## src/rtl/api_sched_pkg.sv

```systemverilog
// rtl/api_sched_pkg.sv - shared state codes and widths for the job scheduler
package api_sched_pkg;

    typedef enum logic [2:0] {
        ST_IDLE = 3'd0,
        ST_SEND = 3'd1,
        ST_WAIT = 3'd2,
        ST_RECV = 3'd3,
        ST_NEXT = 3'd4
    } state_t;

    localparam int DEF_JOB_WORDS = 4;
    localparam int DEF_RX_DEPTH  = 256;
    localparam int CNT_W         = 12;
    localparam int TMR_W         = 28;
    localparam int CH_W          = 6;
    localparam int DATA_W        = 32;

endpackage

```

## src/rtl/api_sched_if.sv

```systemverilog
// rtl/api_sched_if.sv - scheduler to shift-engine handshake bundle
interface api_sched_if;
    import api_sched_pkg::*;

    logic [CH_W-1:0]   eng_ch;
    logic              eng_tx_valid;
    logic [DATA_W-1:0] eng_tx_data;
    logic              eng_tx_ready;
    logic              eng_done;
    logic              eng_rx_valid;
    logic [DATA_W-1:0] eng_rx_data;
    logic              eng_rx_ready;
    logic              eng_abort;

    modport master (
        output eng_ch, eng_tx_valid, eng_tx_data, eng_rx_ready, eng_abort,
        input  eng_tx_ready, eng_done, eng_rx_valid, eng_rx_data
    );

    modport slave (
        input  eng_ch, eng_tx_valid, eng_tx_data, eng_rx_ready, eng_abort,
        output eng_tx_ready, eng_done, eng_rx_valid, eng_rx_data
    );

endinterface

```

## src/rtl/api_sched_tmr.sv

```systemverilog
// rtl/api_sched_tmr.sv - completion timeout counter for the WAIT phase
module api_sched_tmr
    import api_sched_pkg::*;
(
    input  logic             clk,
    input  logic             rst,
    input  logic             clr,
    input  logic             en,
    input  logic [TMR_W-1:0] timeout,
    output logic             expire
);

    logic [TMR_W-1:0] cnt;

    always_ff @(posedge clk or posedge rst) begin
        if (rst) begin
            cnt <= '0;
        end else if (clr) begin
            cnt <= '0;
        end else if (en) begin
            cnt <= cnt + TMR_W'(1);
        end
    end

    // A zero timeout disables expiry entirely.
    assign expire = en && (timeout != '0) && (cnt == timeout - TMR_W'(1));

endmodule

```

## src/rtl/api_sched.sv

```systemverilog
// rtl/api_sched.sv - round-robin job scheduler between API FIFOs and shift engine
module api_sched
    import api_sched_pkg::*;
#(
    parameter int JOB_WORDS = DEF_JOB_WORDS,
    parameter int RX_DEPTH  = DEF_RX_DEPTH
) (
    input  logic              clk,
    input  logic              rst,
    input  logic              reg_flush,
    input  logic [TMR_W-1:0]  reg_timeout,
    input  logic [CH_W-1:0]   reg_ch_num,
    input  logic [CH_W-1:0]   reg_chip_num,
    input  logic [9:0]        txcnt,
    input  logic              txempty,
    input  logic [DATA_W-1:0] txfifo_dout,
    output logic              txfifo_pop,
    input  logic [8:0]        rxcnt,
    output logic              rxfifo_push,
    output logic [DATA_W-1:0] rxfifo_din,
    api_sched_if.master       eng,
    output logic [2:0]        reg_state,
    output logic              timeout_err
);

    localparam logic [CNT_W-1:0] JOB_W = CNT_W'(JOB_WORDS);
    localparam logic [CNT_W-1:0] RX_D  = CNT_W'(RX_DEPTH);

    state_t            state;
    state_t            state_nx;
    logic [CNT_W-1:0]  wcnt;
    logic [CNT_W-1:0]  need;
    logic [CNT_W-1:0]  rx_free;
    logic [CH_W-1:0]   chn;
    logic              job_ready;
    logic              last_word;
    logic              tx_xfer;
    logic              rx_xfer;
    logic              tmr_expire;
    logic              tmr_clr;
    logic              tmr_en;

    assign need      = CNT_W'(reg_chip_num) * JOB_W;
    assign chn       = (reg_ch_num == '0) ? CH_W'(1) : reg_ch_num;
    assign rx_free   = RX_D - CNT_W'(rxcnt);
    assign job_ready = (reg_chip_num != '0) && (CNT_W'(txcnt) >= need) && (rx_free >= need);
    assign last_word = (wcnt == need - CNT_W'(1));
    assign reg_state = state;

    assign eng.eng_tx_data = txfifo_dout;

    assign tmr_en  = (state == ST_WAIT);
    assign tmr_clr = (state != ST_WAIT) || reg_flush;

    api_sched_tmr u_tmr (
        .clk     (clk),
        .rst     (rst),
        .clr     (tmr_clr),
        .en      (tmr_en),
        .timeout (reg_timeout),
        .expire  (tmr_expire)
    );

    always_ff @(posedge clk or posedge rst) begin
        if (rst) begin
            state <= ST_IDLE;
        end else begin
            state <= state_nx;
        end
    end

    always_comb begin
        state_nx         = state;
        eng.eng_tx_valid = 1'b0;
        eng.eng_rx_ready = 1'b0;
        tx_xfer          = 1'b0;
        rx_xfer          = 1'b0;
        txfifo_pop       = 1'b0;
        case (state)
            ST_IDLE: begin
                if (job_ready) state_nx = ST_SEND;
            end
            ST_SEND: begin
                eng.eng_tx_valid = !txempty && !reg_flush;
                tx_xfer          = eng.eng_tx_valid && eng.eng_tx_ready;
                txfifo_pop       = tx_xfer;
                if (tx_xfer && last_word) state_nx = ST_WAIT;
            end
            ST_WAIT: begin
                // Completion beats a coincident timeout.
                if (eng.eng_done)    state_nx = ST_RECV;
                else if (tmr_expire) state_nx = ST_NEXT;
            end
            ST_RECV: begin
                eng.eng_rx_ready = !reg_flush;
                rx_xfer          = eng.eng_rx_valid && eng.eng_rx_ready;
                if (rx_xfer && last_word) state_nx = ST_NEXT;
            end
            ST_NEXT: begin
                state_nx = ST_IDLE;
            end
            default: begin
                state_nx = ST_IDLE;
            end
        endcase
        if (reg_flush) state_nx = ST_IDLE;
    end

    always_ff @(posedge clk or posedge rst) begin
        if (rst) begin
            wcnt          <= '0;
            eng.eng_ch    <= '0;
            eng.eng_abort <= 1'b0;
            rxfifo_push   <= 1'b0;
            rxfifo_din    <= '0;
            timeout_err   <= 1'b0;
        end else begin
            rxfifo_push   <= rx_xfer;
            eng.eng_abort <= 1'b0;
            if (rx_xfer) rxfifo_din <= eng.eng_rx_data;
            if (reg_flush) begin
                wcnt          <= '0;
                eng.eng_ch    <= '0;
                timeout_err   <= 1'b0;
                eng.eng_abort <= (state == ST_SEND) || (state == ST_WAIT) || (state == ST_RECV);
            end else begin
                if (tx_xfer || rx_xfer) begin
                    wcnt <= last_word ? '0 : wcnt + CNT_W'(1);
                end
                if ((state == ST_WAIT) && !eng.eng_done && tmr_expire) begin
                    eng.eng_abort <= 1'b1;
                    timeout_err   <= 1'b1;
                end
                // Wrap also covers a channel count that shrank below the pointer.
                if (state == ST_NEXT) begin
                    eng.eng_ch <= (({1'b0, eng.eng_ch} + 7'd1) >= {1'b0, chn}) ? '0 : eng.eng_ch + CH_W'(1);
                end
            end
        end
    end

endmodule
```

## src/flat_wrapper.sv

```systemverilog
// flat-port wrapper written by rule: the top's interface ports become plain ports
module api_sched_flat import api_sched_pkg::*;
#(
    parameter int JOB_WORDS = DEF_JOB_WORDS,
    parameter int RX_DEPTH  = DEF_RX_DEPTH
)
  (clk, rst, reg_flush, reg_timeout, reg_ch_num, reg_chip_num, txcnt, txempty, txfifo_dout, txfifo_pop, rxcnt, rxfifo_push, rxfifo_din, reg_state, timeout_err, eng_eng_ch, eng_eng_tx_valid, eng_eng_tx_data, eng_eng_rx_ready, eng_eng_abort, eng_eng_tx_ready, eng_eng_done, eng_eng_rx_valid, eng_eng_rx_data);
  api_sched_if eng_i ();
  input  logic clk;
  input  logic rst;
  input  logic reg_flush;
  input  logic [TMR_W-1:0] reg_timeout;
  input  logic [CH_W-1:0] reg_ch_num;
  input  logic [CH_W-1:0] reg_chip_num;
  input  logic [9:0] txcnt;
  input  logic txempty;
  input  logic [DATA_W-1:0] txfifo_dout;
  output logic txfifo_pop;
  input  logic [8:0] rxcnt;
  output logic rxfifo_push;
  output logic [DATA_W-1:0] rxfifo_din;
  output logic [2:0] reg_state;
  output logic timeout_err;
  output wire logic [$bits(eng_i.eng_ch)-1:0] eng_eng_ch;
  output wire logic [$bits(eng_i.eng_tx_valid)-1:0] eng_eng_tx_valid;
  output wire logic [$bits(eng_i.eng_tx_data)-1:0] eng_eng_tx_data;
  output wire logic [$bits(eng_i.eng_rx_ready)-1:0] eng_eng_rx_ready;
  output wire logic [$bits(eng_i.eng_abort)-1:0] eng_eng_abort;
  input wire logic [$bits(eng_i.eng_tx_ready)-1:0] eng_eng_tx_ready;
  input wire logic [$bits(eng_i.eng_done)-1:0] eng_eng_done;
  input wire logic [$bits(eng_i.eng_rx_valid)-1:0] eng_eng_rx_valid;
  input wire logic [$bits(eng_i.eng_rx_data)-1:0] eng_eng_rx_data;
  assign eng_eng_ch = eng_i.eng_ch;
  assign eng_eng_tx_valid = eng_i.eng_tx_valid;
  assign eng_eng_tx_data = eng_i.eng_tx_data;
  assign eng_eng_rx_ready = eng_i.eng_rx_ready;
  assign eng_eng_abort = eng_i.eng_abort;
  assign eng_i.eng_tx_ready = eng_eng_tx_ready;
  assign eng_i.eng_done = eng_eng_done;
  assign eng_i.eng_rx_valid = eng_eng_rx_valid;
  assign eng_i.eng_rx_data = eng_eng_rx_data;
  api_sched #(.JOB_WORDS(JOB_WORDS), .RX_DEPTH(RX_DEPTH)) u_core (.clk(clk), .rst(rst), .reg_flush(reg_flush), .reg_timeout(reg_timeout), .reg_ch_num(reg_ch_num), .reg_chip_num(reg_chip_num), .txcnt(txcnt), .txempty(txempty), .txfifo_dout(txfifo_dout), .txfifo_pop(txfifo_pop), .rxcnt(rxcnt), .rxfifo_push(rxfifo_push), .rxfifo_din(rxfifo_din), .eng(eng_i), .reg_state(reg_state), .timeout_err(timeout_err));
endmodule
```

## config.mk

```make
export PLATFORM = sky130hd
export DESIGN_NAME = api_sched_flat
export DESIGN_NICKNAME = d
export VERILOG_FILES = /design/src/rtl/api_sched_pkg.sv /design/src/rtl/api_sched_if.sv /design/src/rtl/api_sched_tmr.sv /design/src/rtl/api_sched.sv /design/src/flat_wrapper.sv
export SDC_FILE = /design/constraint.sdc
export NUM_CORES = 1
export LEC_CHECK = 0
export BUFFER_PORTS_ARGS = -buffer_cell sky130_fd_sc_hd__buf_2
export CAP_MARGIN = 5
export CORE_ASPECT_RATIO = 1.25
export CORE_MARGIN = 4
export CORE_UTILIZATION = 56
export CTS_BUF_LIST = sky130_fd_sc_hd__clkbuf_8
export CTS_CLUSTER_SIZE = 20
export DETAILED_ROUTE_END_ITERATION = 16
export PLACE_DENSITY = 0.93
export SYNTH_ARGS = -nofsm -noshare
export SYNTH_HDL_FRONTEND = slang
export SYNTH_SLANG_ARGS = --single-unit
```

## constraint.sdc

```tcl
create_clock -name clk -period 9.1 [get_ports clk]
set_clock_uncertainty 0.15 [all_clocks]
set_input_delay 1.82 -clock clk [delete_from_list [all_inputs] [get_ports clk]]
set_output_delay 1.82 -clock clk [all_outputs]
set_load 0.005 [all_outputs]
```

==> impl_metrics.tcl <==
set metrics [dict create \
    end_kind "output pin" \
    ant_nets 0 \
    path_class "in2out" \
    rsz0062_at_grt "false" \
    die_area_um2 12000 \
    num_antenna_cells 0 \
    firstDrtPassIters 5 \
    cp_max_fo 9 \
    die_y_um 122 \
    async_flop_share_pct 100 \
    htree_levels 3 \
    worst_hold_path.num_cells 1 \
    setup_viol 0 \
    ys_types 65 \
    n_fill_cell 781 \
    place.gp.congestion 0.915 \
    p_total_w 0.00109 \
    finalInstanceArea_um2 6600 \
    drive_gt1_share_pct 28.4 \
    slew_headroom_pct 36.7 \
    cts_buffers 9 \
    yosysWarnings 0 \
    core_area_um2 10100 \
    grt_usage_pct 23.7 \
    r2r_setup_slack_ns 6.29 \
    outcome "finished clean" \
    placedCellCount 851 \
    yosysTopAreaCellShare_pct 36.3 \
    synth-edff-count 0 \
    netlist_area_um2 5790 \
    synth_cells 627 \
    fin_crit_ns 4.72 \
    finalHoldViolCount 0 \
    place_area_um2 6380 \
    syn_nets 782 \
    viasPerCell 5.84 \
    leakagePower_nw 3.11 \
    wl_per_cell_um 16.3 \
    drt-initial-drc-count 199 \
    dp_hpwl_mm 11.1 \
    final_common_cell "buf_2" \
    synth_largest_area_cell "dfrtp_1" \
    period_share_pct 51.8 \
    grt_max_degree 44 \
    hold_class "reg2reg" \
    start_util_pct 57.3 \
    multi_input_area_um2 3310 \
    drv_cap 0 \
    grt-ovfl-total 0 \
    ys_seq_area_share_pct 36.3 \
    cts_resized 0 \
    port_buffers 144 \
    worstRegToRegCells 8 \
    final_cell_mix "144 x buf_2, 84 x dfrtp_1, 63 x nor2_1" \
    crit_required_ns 7.13 \
    vdd_drop_max_v 0.000147 \
    worst_pin_slew_ns 0.950 \
    yosys_register_bits 84 \
    finalMaxSlewViolations 0 \
    grt_pass1_vias 5225 \
    syn_to_final_growth_pct 14.0 \
    holdBufCountCts 0 \
    pin_count 209 \
    fin_nets 888 \
    ys.flop_type "dfrtp_1" \
    arrival_ns 2.75 \
    syn_area_per_cell_um2 9.24 \
    stdcell_count 866 \
    clk_pin_slew_ns 0.08 \
    start_kind "primary input" \
    grt_pass1_wl_mm 23.7 \
    yosys-top-cells-area "dfrtp_1 36%, mux2_2 6.4%, xor2_1 5.7%" \
    setup_tns_ns 0 \
    drc 0 \
    clock_latency_ns 0.34 \
    cts_buffer_depth 2 \
    rows 41 \
    postCtsSetupBuffers 0 \
    cts_sinks 84 \
    fp.dieW_um 99.0 \
    seqCellArea_um2 2100 \
    fin_util_pct 65.3 \
    antenna_found_initial 0 \
    vias 5056 \
    ctsRootBufferMaster "clkbuf_8" \
    max_freq_mhz 212 \
    cts_tree "yes" \
    power_density_nw_per_um2 165 \
    routed_wl_mm 14.1 \
]
==> final timing paths <==
| check | start | end |
|---|---|---|
| max | reg_flush | txfifo_pop |
| min | u_core.rxfifo_din[7] | u_core.rxfifo_din[7] |
| max reg2reg | u_core.u_tmr.cnt[22] | u_core.reg_state[1] |
| min reg2reg | u_core.rxfifo_din[7] | u_core.rxfifo_din[7] |
| max in group asynchronous | rst | u_core.u_tmr.cnt[19] |
| min in group asynchronous | rst | u_core.rxfifo_din[19] |
==> state kept, by name (all words and copies together) (netlist names) <==
name,flops
u_core.eng.eng_abort,1
u_core.eng.eng_ch,6
u_core.reg_state,3
u_core.rxfifo_din,32
u_core.rxfifo_push,1
u_core.timeout_err,1
u_core.u_tmr.cnt,28
u_core.wcnt,12
==> report_power, final <==
group	total [W]	internal [W]	switching [W]	leakage [nW]
combinational	0.000293	0.000151	0.000141	1.87
sequential	0.000502	0.000448	0.0000537	1.13
clock	0.000293	0.000168	0.000125	0.111
total	0.00109	0.000767	0.000320	3.11
==> routing by layer <==
metal	part of all wire (%)	global-route usage, %	up-vias	wire (um)
li1	-	-	2411	-
met1	39	27.7	2398	5500
met2	51	41.9	220	7200
met3	8.1	6.13	27	1140
met4	1.9	8.71	0	267
met5	0	0	-	0
==> synthesized netlist by cell type (3+ instances only) <==
cell      number
mux2_2        33
a21o_1         6
ha_1          25
nor3_1        15
a31oi_1        4
clkbuf_1      18
o21ai_0       24
nand2_1       43
and3_1         9
a21boi_0       3
nand4_1       14
o21a_1         4
xnor2_1       34
and4_1         3
nor3b_1        5
and2_1         6
a21oi_1       24
inv_1         19
xor2_1        38
o31ai_1        3
o211ai_1       5
a22o_1         5
nor4_1        11
nand2b_1      11
or2_2          3
dfrtp_1       84
nand4b_1       3
buf_4         32
nor4b_1        3
nor2_1        64
or3_1         12
nand3_1       23
==> worst max-delay path, cell delays in order <==
cell and delay [ns]:
buf_2 0.16, nor2_1 0.20, nand2_1 0.19, nor2_1 0.22
buf_2 0.16
==> area by class of cell <==
| type | count | share of cell area (%) |
|---|---|---|
| inverters | 19 | 1.10 |
| flip-flops and latches | 84 | 31.8 |
| multi-input cells | 473 | 50.1 |
| clock inverters | 4 | 1.10 |
| clock buffers | 11 | 2.29 |
| repair buffers | 146 | 11.1 |
| well taps | 129 | 2.44 |
==> stage by stage <==
| stage | hold slack [ns] | worst slack (ns) |
|---|---|---|
| floorplan | 0.326 | 4.67 |
| global placement | 0.335 | 4.46 |
| detailed placement | 0.340 | 4.36 |
| CTS | 0.358 | 4.41 |
| global route | 0.378 | 4.30 |
| finish | 0.356 | 4.38 |
==> cells by family (layout without fill, tap and decap cells) <==
family                   after synthesis  count (layout)  synth area share, %
AO/OA/AOI/OAI                         98              98                 11.2
XOR/XNOR                              72              72                 10.9
adder cells (fa/ha/maj)               25              25                 5.40
buffers and inverters                 70             180                 6.63
flip-flops                            84              84                 36.3
multiplexers                          35              35                 6.76
AND/OR/NAND/NOR                      243             243                 22.8
Note: power is estimated with default switching activity, not from simulation.
